### config.mk
export PLATFORM = sky130hd
export DESIGN_NAME = jb_dfe_time_delay_ctrl
export DESIGN_NICKNAME = d
export VERILOG_FILES = /design/src/rtl/jb_dfe_time_delay_pkg.sv /design/src/rtl/jb_dfe_td_pulse_timer.sv /design/src/rtl/jb_dfe_time_delay_ctrl.sv
export SDC_FILE = /design/constraint.sdc
export NUM_CORES = 1
export LEC_CHECK = 0
export ABC_AREA = 1
export BUFFER_PORTS_ARGS = -buffer_cell sky130_fd_sc_hd__buf_2
export CAP_MARGIN = 15
export CORE_UTILIZATION = 25
export DETAILED_ROUTE_END_ITERATION = 8
export GPL_ROUTABILITY_DRIVEN = 0
export HOLD_SLACK_MARGIN = 0.03
export PLACE_DENSITY = 0.47
export SYNTH_ARGS = -nofsm -noshare
export SYNTH_HDL_FRONTEND = slang
export SYNTH_SLANG_ARGS = --single-unit
### constraint.sdc
create_clock -name clk_1x -period 8.45 [get_ports clk_1x]
set_input_delay 0.845 -clock clk_1x [delete_from_list [all_inputs] [get_ports clk_1x]]
set_output_delay 0.845 -clock clk_1x [all_outputs]
set_load 0.05 [all_outputs]
### src/rtl/jb_dfe_time_delay_pkg.sv
// Shared widths, state enum and clamp helper
// for the DFE antenna time-delay controller.
package jb_dfe_time_delay_pkg;

  localparam int INT_W = 7;
  localparam int FRT_W = 16;

  typedef logic signed [INT_W-1:0] td_int_t;
  typedef logic signed [FRT_W-1:0] td_frt_t;

  typedef enum logic [1:0] {
    IDLE,
    ARMED,
    TRIG,
    HOLD
  } td_state_e;

  // Saturate a requested integer delay to 0..max_v.
  function automatic td_int_t clamp_int(
    input td_int_t v,
    input int      max_v
  );
    if (v < 0)
      return '0;
    if (int'(v) > max_v)
      return td_int_t'(max_v);
    return v;
  endfunction

endpackage

### src/rtl/jb_dfe_td_pulse_timer.sv
// Down-counter timing the TRIG pulse and HOLD settle.
// Ports: clk_1x, rst, load/load_val (preset),
// count (decrement enable), done (counter at zero).
module jb_dfe_td_pulse_timer #(
  parameter int W = 4
) (
  input  logic         clk_1x,
  input  logic         rst,
  input  logic         load,
  input  logic [W-1:0] load_val,
  input  logic         count,
  output logic         done
);

  logic [W-1:0] cnt_q;

  always_ff @(posedge clk_1x or posedge rst) begin
    if (rst)
      cnt_q <= '0;
    else if (load)
      cnt_q <= load_val;
    else if (count && cnt_q != '0)
      cnt_q <= cnt_q - 1'b1;
  end

  assign done = (cnt_q == '0);

endmodule

### src/rtl/jb_dfe_time_delay_ctrl.sv
// Antenna time-delay update controller: shadow -> target
// on commit, target -> outputs on frame_strb, then a
// TRIG pulse and HOLD settle (IDLE/ARMED/TRIG/HOLD).
// Ports: clk_1x, rst; write wr_en/wr_ant/wr_int/wr_frt;
// commit, frame_strb, err_clr; outputs int_delay[],
// frt_delay[], time_reg_trigger, busy, range_err.
// JB_DFE_TD_STEP_LIMIT_EN: int_delay moves at most
// MAX_STEP per TRIG; frt follows once int arrives.
module jb_dfe_time_delay_ctrl
  import jb_dfe_time_delay_pkg::*;
#(
  parameter int N_ANTENNAS = 4,
  parameter int TRIG_LEN   = 4,
  parameter int HOLD_LEN   = 16,
  parameter int INT_MAX    = 63
`ifdef JB_DFE_TD_STEP_LIMIT_EN
  ,
  parameter int MAX_STEP   = 4
`endif
) (
  input  logic                          clk_1x,
  input  logic                          rst,
  input  logic                          wr_en,
  input  logic [$clog2(N_ANTENNAS)-1:0] wr_ant,
  input  td_int_t                       wr_int,
  input  td_frt_t                       wr_frt,
  input  logic                          commit,
  input  logic                          frame_strb,
  input  logic                          err_clr,
  output td_int_t                       int_delay [N_ANTENNAS],
  output td_frt_t                       frt_delay [N_ANTENNAS],
  output logic                          time_reg_trigger,
  output logic                          busy,
  output logic                          range_err
);

  localparam int CW =
    $clog2(TRIG_LEN > HOLD_LEN ? TRIG_LEN : HOLD_LEN);

`ifdef JB_DFE_TD_STEP_LIMIT_EN
  localparam int STEP_LIM = MAX_STEP;
`else
  // Wider than any legal delay difference, so a
  // single TRIG always lands on the target.
  localparam int STEP_LIM = 64;
`endif

  td_state_e state_q, state_d;

  td_int_t sh_int   [N_ANTENNAS];
  td_frt_t sh_frt   [N_ANTENNAS];
  td_int_t tg_int   [N_ANTENNAS];
  td_frt_t tg_frt   [N_ANTENNAS];
  td_int_t step_int [N_ANTENNAS];

  logic [N_ANTENNAS-1:0] reach;
  logic [N_ANTENNAS-1:0] off_tgt;

  logic          tmr_load;
  logic          tmr_count;
  logic          tmr_done;
  logic [CW-1:0] tmr_val;

  logic    wr_ok;
  logic    wr_clamp;
  td_int_t wr_int_c;
  logic    take_commit;
  logic    drop_commit;
  logic    enter_trig;
  logic    err_set;

  assign wr_ok       = int'(wr_ant) < N_ANTENNAS;
  assign wr_int_c    = clamp_int(wr_int, INT_MAX);
  assign wr_clamp    = (wr_int_c != wr_int);
  assign take_commit = commit && (state_q == IDLE);
  assign drop_commit = commit && (state_q != IDLE);
  assign enter_trig  = frame_strb && (state_q == ARMED);
  assign err_set     = (wr_en && (!wr_ok || wr_clamp))
                     || drop_commit;

  assign time_reg_trigger = (state_q == TRIG);
  assign busy             = (state_q != IDLE);

  // Next applied value per antenna, limited to
  // STEP_LIM away from the current output.
  always_comb begin
    for (int i = 0; i < N_ANTENNAS; i++) begin
      if (int'(tg_int[i]) > int'(int_delay[i]) + STEP_LIM)
        step_int[i] =
          td_int_t'(int'(int_delay[i]) + STEP_LIM);
      else if (int'(tg_int[i]) <
               int'(int_delay[i]) - STEP_LIM)
        step_int[i] =
          td_int_t'(int'(int_delay[i]) - STEP_LIM);
      else
        step_int[i] = tg_int[i];
      reach[i]   = (step_int[i] == tg_int[i]);
      off_tgt[i] = (int_delay[i] != tg_int[i]);
    end
  end

  always_comb begin
    state_d   = state_q;
    tmr_load  = 1'b0;
    tmr_count = 1'b0;
    tmr_val   = '0;
    unique case (state_q)
      IDLE: begin
        // A strobe in the commit cycle is ignored:
        // the update waits for the next boundary.
        if (commit)
          state_d = ARMED;
      end
      ARMED: begin
        if (frame_strb) begin
          state_d  = TRIG;
          tmr_load = 1'b1;
          tmr_val  = CW'(TRIG_LEN - 1);
        end
      end
      TRIG: begin
        tmr_count = 1'b1;
        if (tmr_done) begin
          state_d  = HOLD;
          tmr_load = 1'b1;
          tmr_val  = CW'(HOLD_LEN - 1);
        end
      end
      HOLD: begin
        tmr_count = 1'b1;
        if (tmr_done)
          state_d = (|off_tgt) ? ARMED : IDLE;
      end
      default: state_d = IDLE;
    endcase
  end

  jb_dfe_td_pulse_timer #(
    .W(CW)
  ) u_timer (
    .clk_1x   (clk_1x),
    .rst      (rst),
    .load     (tmr_load),
    .load_val (tmr_val),
    .count    (tmr_count),
    .done     (tmr_done)
  );

  always_ff @(posedge clk_1x or posedge rst) begin
    if (rst) begin
      state_q   <= IDLE;
      range_err <= 1'b0;
      for (int i = 0; i < N_ANTENNAS; i++) begin
        sh_int[i]    <= '0;
        sh_frt[i]    <= '0;
        tg_int[i]    <= '0;
        tg_frt[i]    <= '0;
        int_delay[i] <= '0;
        frt_delay[i] <= '0;
      end
    end else begin
      state_q <= state_d;
      if (err_set)
        range_err <= 1'b1;
      else if (err_clr)
        range_err <= 1'b0;
      for (int i = 0; i < N_ANTENNAS; i++) begin
        if (wr_en && wr_ok && int'(wr_ant) == i) begin
          sh_int[i] <= wr_int_c;
          sh_frt[i] <= wr_frt;
        end
        if (take_commit) begin
          tg_int[i] <= sh_int[i];
          tg_frt[i] <= sh_frt[i];
        end
        if (enter_trig) begin
          int_delay[i] <= step_int[i];
          if (reach[i])
            frt_delay[i] <= tg_frt[i];
        end
      end
    end
  end

endmodule
==> impl_metrics.py, run 1 <==
metrics = {
    "outcome": {
        "status": "completed",
    },
    "clocking": {
        "clock-sinks": 275,
        "root_buffer": "sky130_fd_sc_hd__clkbuf_16",
        "post_cts.resized_instances": 0,
        "cts-hold-fix-buffers": 0,
        "clock_buffers_created_by_tritoncts": 34,
        "clk_pin_slew_worst_paths_ns": 0.06,
        "ctsLongestPathBuffers": 3,
        "cts_tree": "yes",
        "cts_setup_buffers": 0,
        "cts-htree-levels": 2,
        "clk_latency_ns": 0.51,
    },
    "finish": {
        "fillers": 5079,
        "flow.area_growth_from_synthesis_pct": 18.8,
        "layout_common_cells": "sky130_fd_sc_hd__nand2_1 (390), sky130_fd_sc_hd__dfrtp_1 (275), sky130_fd_sc_hd__o21ai_0 (208)",
        "finalNetCount": 1524,
        "layout-drive-gt1-share": 0.162,
        "number_of_diodes_added_for_antenna_fixing": 0,
        "final_common_cell": "sky130_fd_sc_hd__nand2_1",
    },
    "sta": {
        "finalCritPeriodShare": 0.338,
        "timing.final.setup_violations": 0,
        "timing.setup.tns_ns": 0,
        "worst_slack_ns": 5.59,
        "slew-limit-headroom": 0.376,
        "hold-worst-slack_ns": 0.456,
        "unrepaired_setup_endpoints_after_global_routing": "no",
        "finClkSkew_ns": 0.0108,
        "worst_margin_pin_slew_ns": 0.936,
        "timing.final.crit_period_ns": 2.86,
        "fmaxAchievable_ghz": 0.350,
        "maxSlewViolCount": 0,
        "hold_vio_cnt_final": 0,
    },
    "grt": {
        "groute.layer.met1.usage": 0.188,
        "grt_busiest_layer": "met2",
        "first_global_vias": 8840,
        "initial_antenna_violation_count": 0,
        "grt_pass1_wl_um": 51800,
        "global_route.overflow_total": 0,
        "grt_max_degree": 176,
        "use_met2": 0.211,
        "gr-usage-all-layers": 0.132,
        "grt.met3_usage": 0.0211,
    },
    "synth": {
        "edff_count_synth": 0,
        "synthesis.yosys.warnings": 0,
        "synth.net_count": 1421,
        "ys_ff_latch": 275,
        "synth.cell_area_um2": 12200,
        "netlist.top_cell.by_area": "sky130_fd_sc_hd__dfrtp_1",
        "synth.lib_cells_used.distinct": 36,
        "syn-mean-instance-area_um2": 8.99,
        "ys_top_cells_by_area": "sky130_fd_sc_hd__dfrtp_1 (56%), sky130_fd_sc_hd__nand2_1 (12%), sky130_fd_sc_hd__o21ai_0 (8.5%), sky130_fd_sc_hd__nand4_1 (5.5%), sky130_fd_sc_hd__inv_1 (4.9%)",
        "postSynth.topFlopCell": "sky130_fd_sc_hd__dfrtp_1",
        "async_set_reset_flop_share_out_of_synthesis": 1.00,
        "synth_largest_type_area_fraction": 0.562,
        "synth.yosys.seq_area_share": 0.562,
        "synthCells": 1361,
    },
    "worst_setup_path": {
        "worst-r2r-cell-count": 14,
        "slowest_delay_ns": 0.40,
        "arrival_ns": 3.25,
        "crit_chain": "inv_1 -> ha_1 -> nand2_1 -> inv_1 -> a21boi_2 -> nand3_2 -> nand2_1 -> inv_2 -> nand3_1 -> nand2_1 -> nor2_4 -> nand3_4 -> nand2_1 -> nand2_1",
        "crit_required_ns": 8.84,
        "critPathLaunch": "int_delay[26]$_DFFE_PP0P_",
        "reg2reg_to": "frt_delay[60]$_DFFE_PP0P_",
        "critical-path-top-delay-family": "simple AND/OR/NAND/NOR gates",
        "worstSetupEndpoint": "frt_delay[60]$_DFFE_PP0P_",
        "worstSetupPathDepth": 14,
        "cpMostUsedCell": "sky130_fd_sc_hd__nand2_1",
        "critPathBufInv": 3,
        "reg2reg_setup_slack_ns": 5.59,
        "crit_path_max_fanout": 17,
        "timing.critical_path.slowest_stage_cell": "sky130_fd_sc_hd__dfrtp_1",
        "worstSetupEndpointType": "register",
        "startpoint_type": "register",
        "worstSetupPathType": "reg -> reg",
        "regToRegStartpoint": "int_delay[26]$_DFFE_PP0P_",
    },
    "route": {
        "remaining_drc_errors": 0,
        "drtIter0Drc": 654,
        "post_drt_via_cell_ratio": 4.41,
        "route.vias.total": 9267,
        "avgRoutedWirePerCell_um": 15.3,
        "postRouteAntennaNets": 0,
        "postRouteWirelength_um": 32200,
        "drt_pass1_iterations": 8,
    },
    "power_and_ir_drop": {
        "pwr-share-clk": 0.263,
        "sw_frac_of_total": 0.423,
        "total_power_w": 0.00566,
        "net-switching-power_w": 0.00239,
        "internal_power_w": 0.00326,
        "pwr-share-comb": 0.359,
        "power.density_cell_area_nw_per_um2": 389,
        "vdd_ir_drop_max_mv": 0.172,
        "sequential_cell_fraction_of_total_power": 0.378,
        "p_leak_nw": 7.24,
    },
    "die": {
        "die-height_um": 223,
        "ios": 126,
        "core_region_area_um2": 48000,
        "std_cell_rows": 80,
        "initial_utilization": 0.255,
        "chipWidth_um": 223,
        "floorplan.die_area_um2": 49800,
    },
    "placed_design": {
        "hpwl_um": 22200,
        "port_buffers": 125,
        "dpl_worst_slack_ns": 5.57,
    },
    "job": {
        "max-cap-violations": 0,
    },
    "hold_path": {
        "min_path_type": "in -> async",
    },
}
## routing by layer
metal	wire, µm	share of wire
met1	15800	0.49
met2	14700	0.46
met3	1160	0.036
met4	507	0.016
met5	0	0
## area by class of cell
class	instances	area, µm²	share of cell area
repair buffers	133	698	0.0480
clock buffers	51	1070	0.0735
flip-flops and latches	275	6880	0.473
well taps	615	769	0.0529
clock inverters	7	91.3	0.00628
inverters	164	623	0.0428
multi-input cells	856	4410	0.303
## cells in the mapped netlist, types with 2 or more instances
library cell,instances
sky130_fd_sc_hd__a21oi_1,9
sky130_fd_sc_hd__a21oi_2,2
sky130_fd_sc_hd__a31oi_1,7
sky130_fd_sc_hd__buf_1,4
sky130_fd_sc_hd__buf_2,9
sky130_fd_sc_hd__buf_4,6
sky130_fd_sc_hd__buf_6,10
sky130_fd_sc_hd__clkbuf_1,37
sky130_fd_sc_hd__dfrtp_1,275
sky130_fd_sc_hd__ha_1,29
sky130_fd_sc_hd__inv_1,160
sky130_fd_sc_hd__inv_2,4
sky130_fd_sc_hd__mux2_2,8
sky130_fd_sc_hd__nand2_1,391
sky130_fd_sc_hd__nand2_2,8
sky130_fd_sc_hd__nand3_1,17
sky130_fd_sc_hd__nand3_2,4
sky130_fd_sc_hd__nand3_4,4
sky130_fd_sc_hd__nand3b_1,2
sky130_fd_sc_hd__nand4_1,107
sky130_fd_sc_hd__nor2_1,25
sky130_fd_sc_hd__nor2_2,3
sky130_fd_sc_hd__nor2_4,12
sky130_fd_sc_hd__nor3_1,4
sky130_fd_sc_hd__o21ai_0,208
sky130_fd_sc_hd__o21ai_1,5
sky130_fd_sc_hd__o21ai_2,2
## power groups by stage
stage / Sequential, W / Clock (W) / Combinational (W)
after floorplan: 0.00266 / 0 / 0.000994
after global placement: 0.00215 / 0 / 0.00202
after detailed placement: 0.00216 / 0 / 0.00205
after CTS: 0.00214 / 0.00153 / 0.00206
after global routing: 0.00221 / 0.00158 / 0.00227
final: 0.00214 / 0.00149 / 0.00203
## how the worst min path moves through the flow
stage | startpoint | to | slack [ns] | cells after the start
2_1_floorplan | sh_frt[0]$_DFFE_PP0P_ | sh_frt[0]$_DFFE_PP0P_ | 0.44 | 2
3_3_place_gp | frt_delay[41]$_DFFE_PP0P_ | frt_delay[41]$_DFFE_PP0P_ | 0.45 | 2
3_5_place_dp | frt_delay[16]$_DFFE_PP0P_ | frt_delay[16]$_DFFE_PP0P_ | 0.46 | 2
4_1_cts | frt_delay[21]$_DFFE_PP0P_ | frt_delay[21]$_DFFE_PP0P_ | 0.47 | 2
5_1_grt | frt_delay[4]$_DFFE_PP0P_ | frt_delay[4]$_DFFE_PP0P_ | 0.49 | 2
6_report | rst | range_err$_DFFE_PP0P_ | 0.46 | 2
## sequential cells by signal (all words and copies together), names as in the netlist
name           cells
sh_int            24
int_delay         28
u_timer.cnt_q      4
state_q            2
sh_frt            64
frt_delay         64
range_err          1
tg_int            24
tg_frt            64
## stage by stage
stage / cell area (µm²) / utilization / cells
2_1_floorplan: 12200 / - / 1361
3_5_place_dp: 13400 / 0.279 / 2043
3_3_place_gp: 13400 / 0.279 / 2043
6_report: 14500 / 0.303 / 2101
4_1_cts: 14500 / 0.303 / 2101
5_1_grt: 14500 / 0.303 / 2101
## kinds of logic after synthesis
kind of cell / share of synthesized area
multiplexers: 0.00736
AND/OR/NAND/NOR: 0.220
adder cells (fa/ha/maj): 0.0296
buffers and inverters: 0.0794
AO/OA/AOI/OAI: 0.100
XOR/XNOR: 0.00143
flip-flops: 0.562
## worst reg2reg max path: cells and delay by family, from the launching register on
family | cells | cell delay, ns
simple gates | 9 | 1.71
flops | 1 | 0.40
compound gates | 1 | 0.15
buf+inv | 3 | 0.21
fa+ha+maj | 1 | 0.30
No activity file was read; power rests on OpenSTA's default activity.
==> run 2, diff against run 1 <==
--- a/config.mk
+++ b/config.mk
@@ -12,7 +12,7 @@
 export DETAILED_ROUTE_END_ITERATION = 8
 export GPL_ROUTABILITY_DRIVEN = 0
 export HOLD_SLACK_MARGIN = 0.03
-export PLACE_DENSITY = 0.47
+export PLACE_DENSITY = 0.45
 export SYNTH_ARGS = -nofsm -noshare
 export SYNTH_HDL_FRONTEND = slang
 export SYNTH_SLANG_ARGS = --single-unit
==> constraint.sdc (replaced) <==
create_clock -name clk_1x -period 2.95 [get_ports clk_1x]
set_input_delay 0.295 -clock clk_1x [delete_from_list [all_inputs] [get_ports clk_1x]]
set_output_delay 0.295 -clock clk_1x [all_outputs]
set_load 0.05 [all_outputs]
==> run 2 against run 1 <==
Setup slack lost 5.1 ns; final cell count grew 1.1%; design area grew 0.44%; die area is the same; routed wire length grew 0.78%; hold slack lost 0.40 ns; flip-flop and latch count is the same; global-route usage is essentially flat; count of clock-buffer cells in the layout shrank 3; non-clock buffer count grew 24.
==> impl_metrics.py, run 2 (synthesis gave the netlist of run 1 again) <==
metrics = {
    "outcome": {
        "status": "completed",
    },
    "worst_setup_path": {
        "critPathLaunch": "int_delay[1]$_DFFE_PP0P_",
        "slowest_delay_ns": 0.40,
        "arrival_ns": 2.96,
        "worstSetupEndpoint": "frt_delay[1]$_DFFE_PP0P_",
        "cpMostUsedCell": "sky130_fd_sc_hd__nand2_1",
        "crit_required_ns": 3.41,
        "worst-r2r-cell-count": 11,
        "crit_chain": "inv_1 -> ha_1 -> nand2_1 -> nor2_1 -> nand2_1 -> nand4_1 -> nand2_1 -> nor2_4 -> nand3_4 -> nand2_1 -> nand2_1",
        "timing.critical_path.slowest_stage_cell": "sky130_fd_sc_hd__dfrtp_1",
        "reg2reg_to": "frt_delay[1]$_DFFE_PP0P_",
        "reg2reg_setup_slack_ns": 0.45,
        "worstSetupEndpointType": "register",
        "startpoint_type": "register",
        "worstSetupPathType": "reg -> reg",
        "regToRegStartpoint": "int_delay[1]$_DFFE_PP0P_",
        "crit_path_max_fanout": 17,
    },
    "route": {
        "post_drt_via_cell_ratio": 4.35,
        "drt_pass1_iterations": 5,
        "postRouteAntennaNets": 0,
        "drtIter0Drc": 621,
        "route.vias.total": 9250,
        "postRouteWirelength_um": 32500,
        "avgRoutedWirePerCell_um": 15.3,
        "remaining_drc_errors": 0,
    },
    "power_and_ir_drop": {
        "power.density_cell_area_nw_per_um2": 1080,
        "p_leak_nw": 7.26,
        "vdd_ir_drop_max_mv": 0.493,
        "total_power_w": 0.0158,
    },
    "finish": {
        "layout_top_registers": "frt_delay x64, sh_frt x64, tg_frt x64",
        "fillers": 5108,
        "finalCoreUtilization": 0.304,
        "final_common_cell": "sky130_fd_sc_hd__nand2_1",
        "layout-drive-gt1-share": 0.168,
        "flow.area_growth_from_synthesis_pct": 19.4,
        "fin_area_um2": 14600,
        "layout_common_cells": "sky130_fd_sc_hd__nand2_1 (390), sky130_fd_sc_hd__dfrtp_1 (275), sky130_fd_sc_hd__o21ai_0 (208)",
        "finalNetCount": 1545,
    },
    "sta": {
        "slew-limit-headroom": 0.435,
        "timing.setup.tns_ns": 0,
        "finalCritPeriodShare": 0.847,
        "timing.final.setup_violations": 0,
        "finClkSkew_ns": 0.0101,
        "hold_vio_cnt_final": 0,
        "timing.final.crit_period_ns": 2.50,
        "unrepaired_setup_endpoints_after_global_routing": "no",
        "fmaxAchievable_ghz": 0.400,
        "hold-worst-slack_ns": 0.0526,
        "maxSlewViolCount": 0,
        "worst_margin_pin_slew_ns": 0.848,
    },
    "clocking": {
        "cts_tree": "yes",
        "clk_latency_ns": 0.57,
        "clock-sinks": 275,
        "cts_setup_buffers": 0,
        "root_buffer": "sky130_fd_sc_hd__clkbuf_16",
        "post_cts.resized_instances": 0,
        "clock_buffers_created_by_tritoncts": 31,
        "cts-hold-fix-buffers": 6,
        "cts-htree-levels": 1,
        "clk_pin_slew_worst_paths_ns": 0.06,
        "ctsLongestPathBuffers": 3,
    },
    "die": {
        "initial_utilization": 0.255,
        "std_cell_rows": 80,
        "ios": 126,
        "die-height_um": 223,
        "core_region_area_um2": 48000,
        "floorplan.die_area_um2": 49800,
        "chipWidth_um": 223,
    },
    "hold_path": {
        "worst_hold_startpoint": "wr_frt[13]",
        "min_path_type": "in -> reg",
    },
    "grt": {
        "grt_pass1_wl_um": 52000,
        "gr-usage-all-layers": 0.132,
        "grt_max_degree": 119,
        "global_route.overflow_total": 0,
        "first_global_vias": 8957,
        "initial_antenna_violation_count": 1,
    },
    "placed_design": {
        "port_buffers": 125,
        "hpwl_um": 22900,
        "placed_cell_area_um2": 13500,
    },
    "job": {
        "max-cap-violations": 0,
    },
}
-- run 2: cell count changes in the layout (fill, tap and decap cells not counted), moves of 2 or more --
cell                            change
sky130_fd_sc_hd__buf_12             +2
sky130_fd_sc_hd__buf_4             +16
sky130_fd_sc_hd__clkbuf_1           +4
sky130_fd_sc_hd__clkbuf_16          -6
sky130_fd_sc_hd__clkinvlp_4         +3
sky130_fd_sc_hd__dlygate4sd3_1      +6
-- run 2: worst max-delay path, delay by kind of cell, from the launching register on --
kind / cells / cell delay, ns
buffers and inverters: 1 / 0.08
AND/OR/NAND/NOR: 9 / 1.61
flip-flops: 1 / 0.40
adder cells (fa/ha/maj): 1 / 0.28
-- run 2: worst min-delay path by stage --
stage	cells past startpoint	to	slack, ns
global route	3	sh_frt[12]$_DFFE_PP0P_	0.05
global placement	2	tg_frt[55]$_DFFE_PP0P_	0.39
CTS	3	sh_frt[61]$_DFFE_PP0P_	0.04
floorplan	1	range_err$_DFFE_PP0P_	0.40
detailed placement	2	sh_frt[55]$_DFFE_PP0P_	0.39
finish	3	sh_frt[61]$_DFFE_PP0P_	0.05
-- run 2: area by class of cell --
type,instances,area (µm²),share of cell area
Sequential cell,275,6880,0.471
Multi-Input combinational cell,856,4410,0.302
Clock buffer,48,920,0.0630
Timing Repair Buffer,157,918,0.0629
Tap cell,615,769,0.0527
Inverter,164,619,0.0424
Clock inverter,9,85.1,0.00582
Antenna cell,1,2.50,0.000171
-- run 2: routing by layer --
metal	track usage	part of all wire
met1	0.193	0.50
met2	0.205	0.44
met3	0.0211	0.037
met4	0.0305	0.019
met5	0	0
-- run 2: report_power, final --
| part | switching [W] | leakage, nW | total, W | internal [W] |
|---|---|---|---|---|
| registers | 0.000957 | 3.50 | 0.00607 | 0.00511 |
| logic | 0.00427 | 3.28 | 0.00590 | 0.00163 |
| clock network | 0.00157 | 0.485 | 0.00379 | 0.00222 |
-- run 2: through the flow --
stage	worst slack (ns)	std cells
floorplan	-0.982	1361
global placement	0.465	2061
detailed placement	0.439	2061
CTS	0.423	2124
global route	0.130	2125
finish	0.452	2125
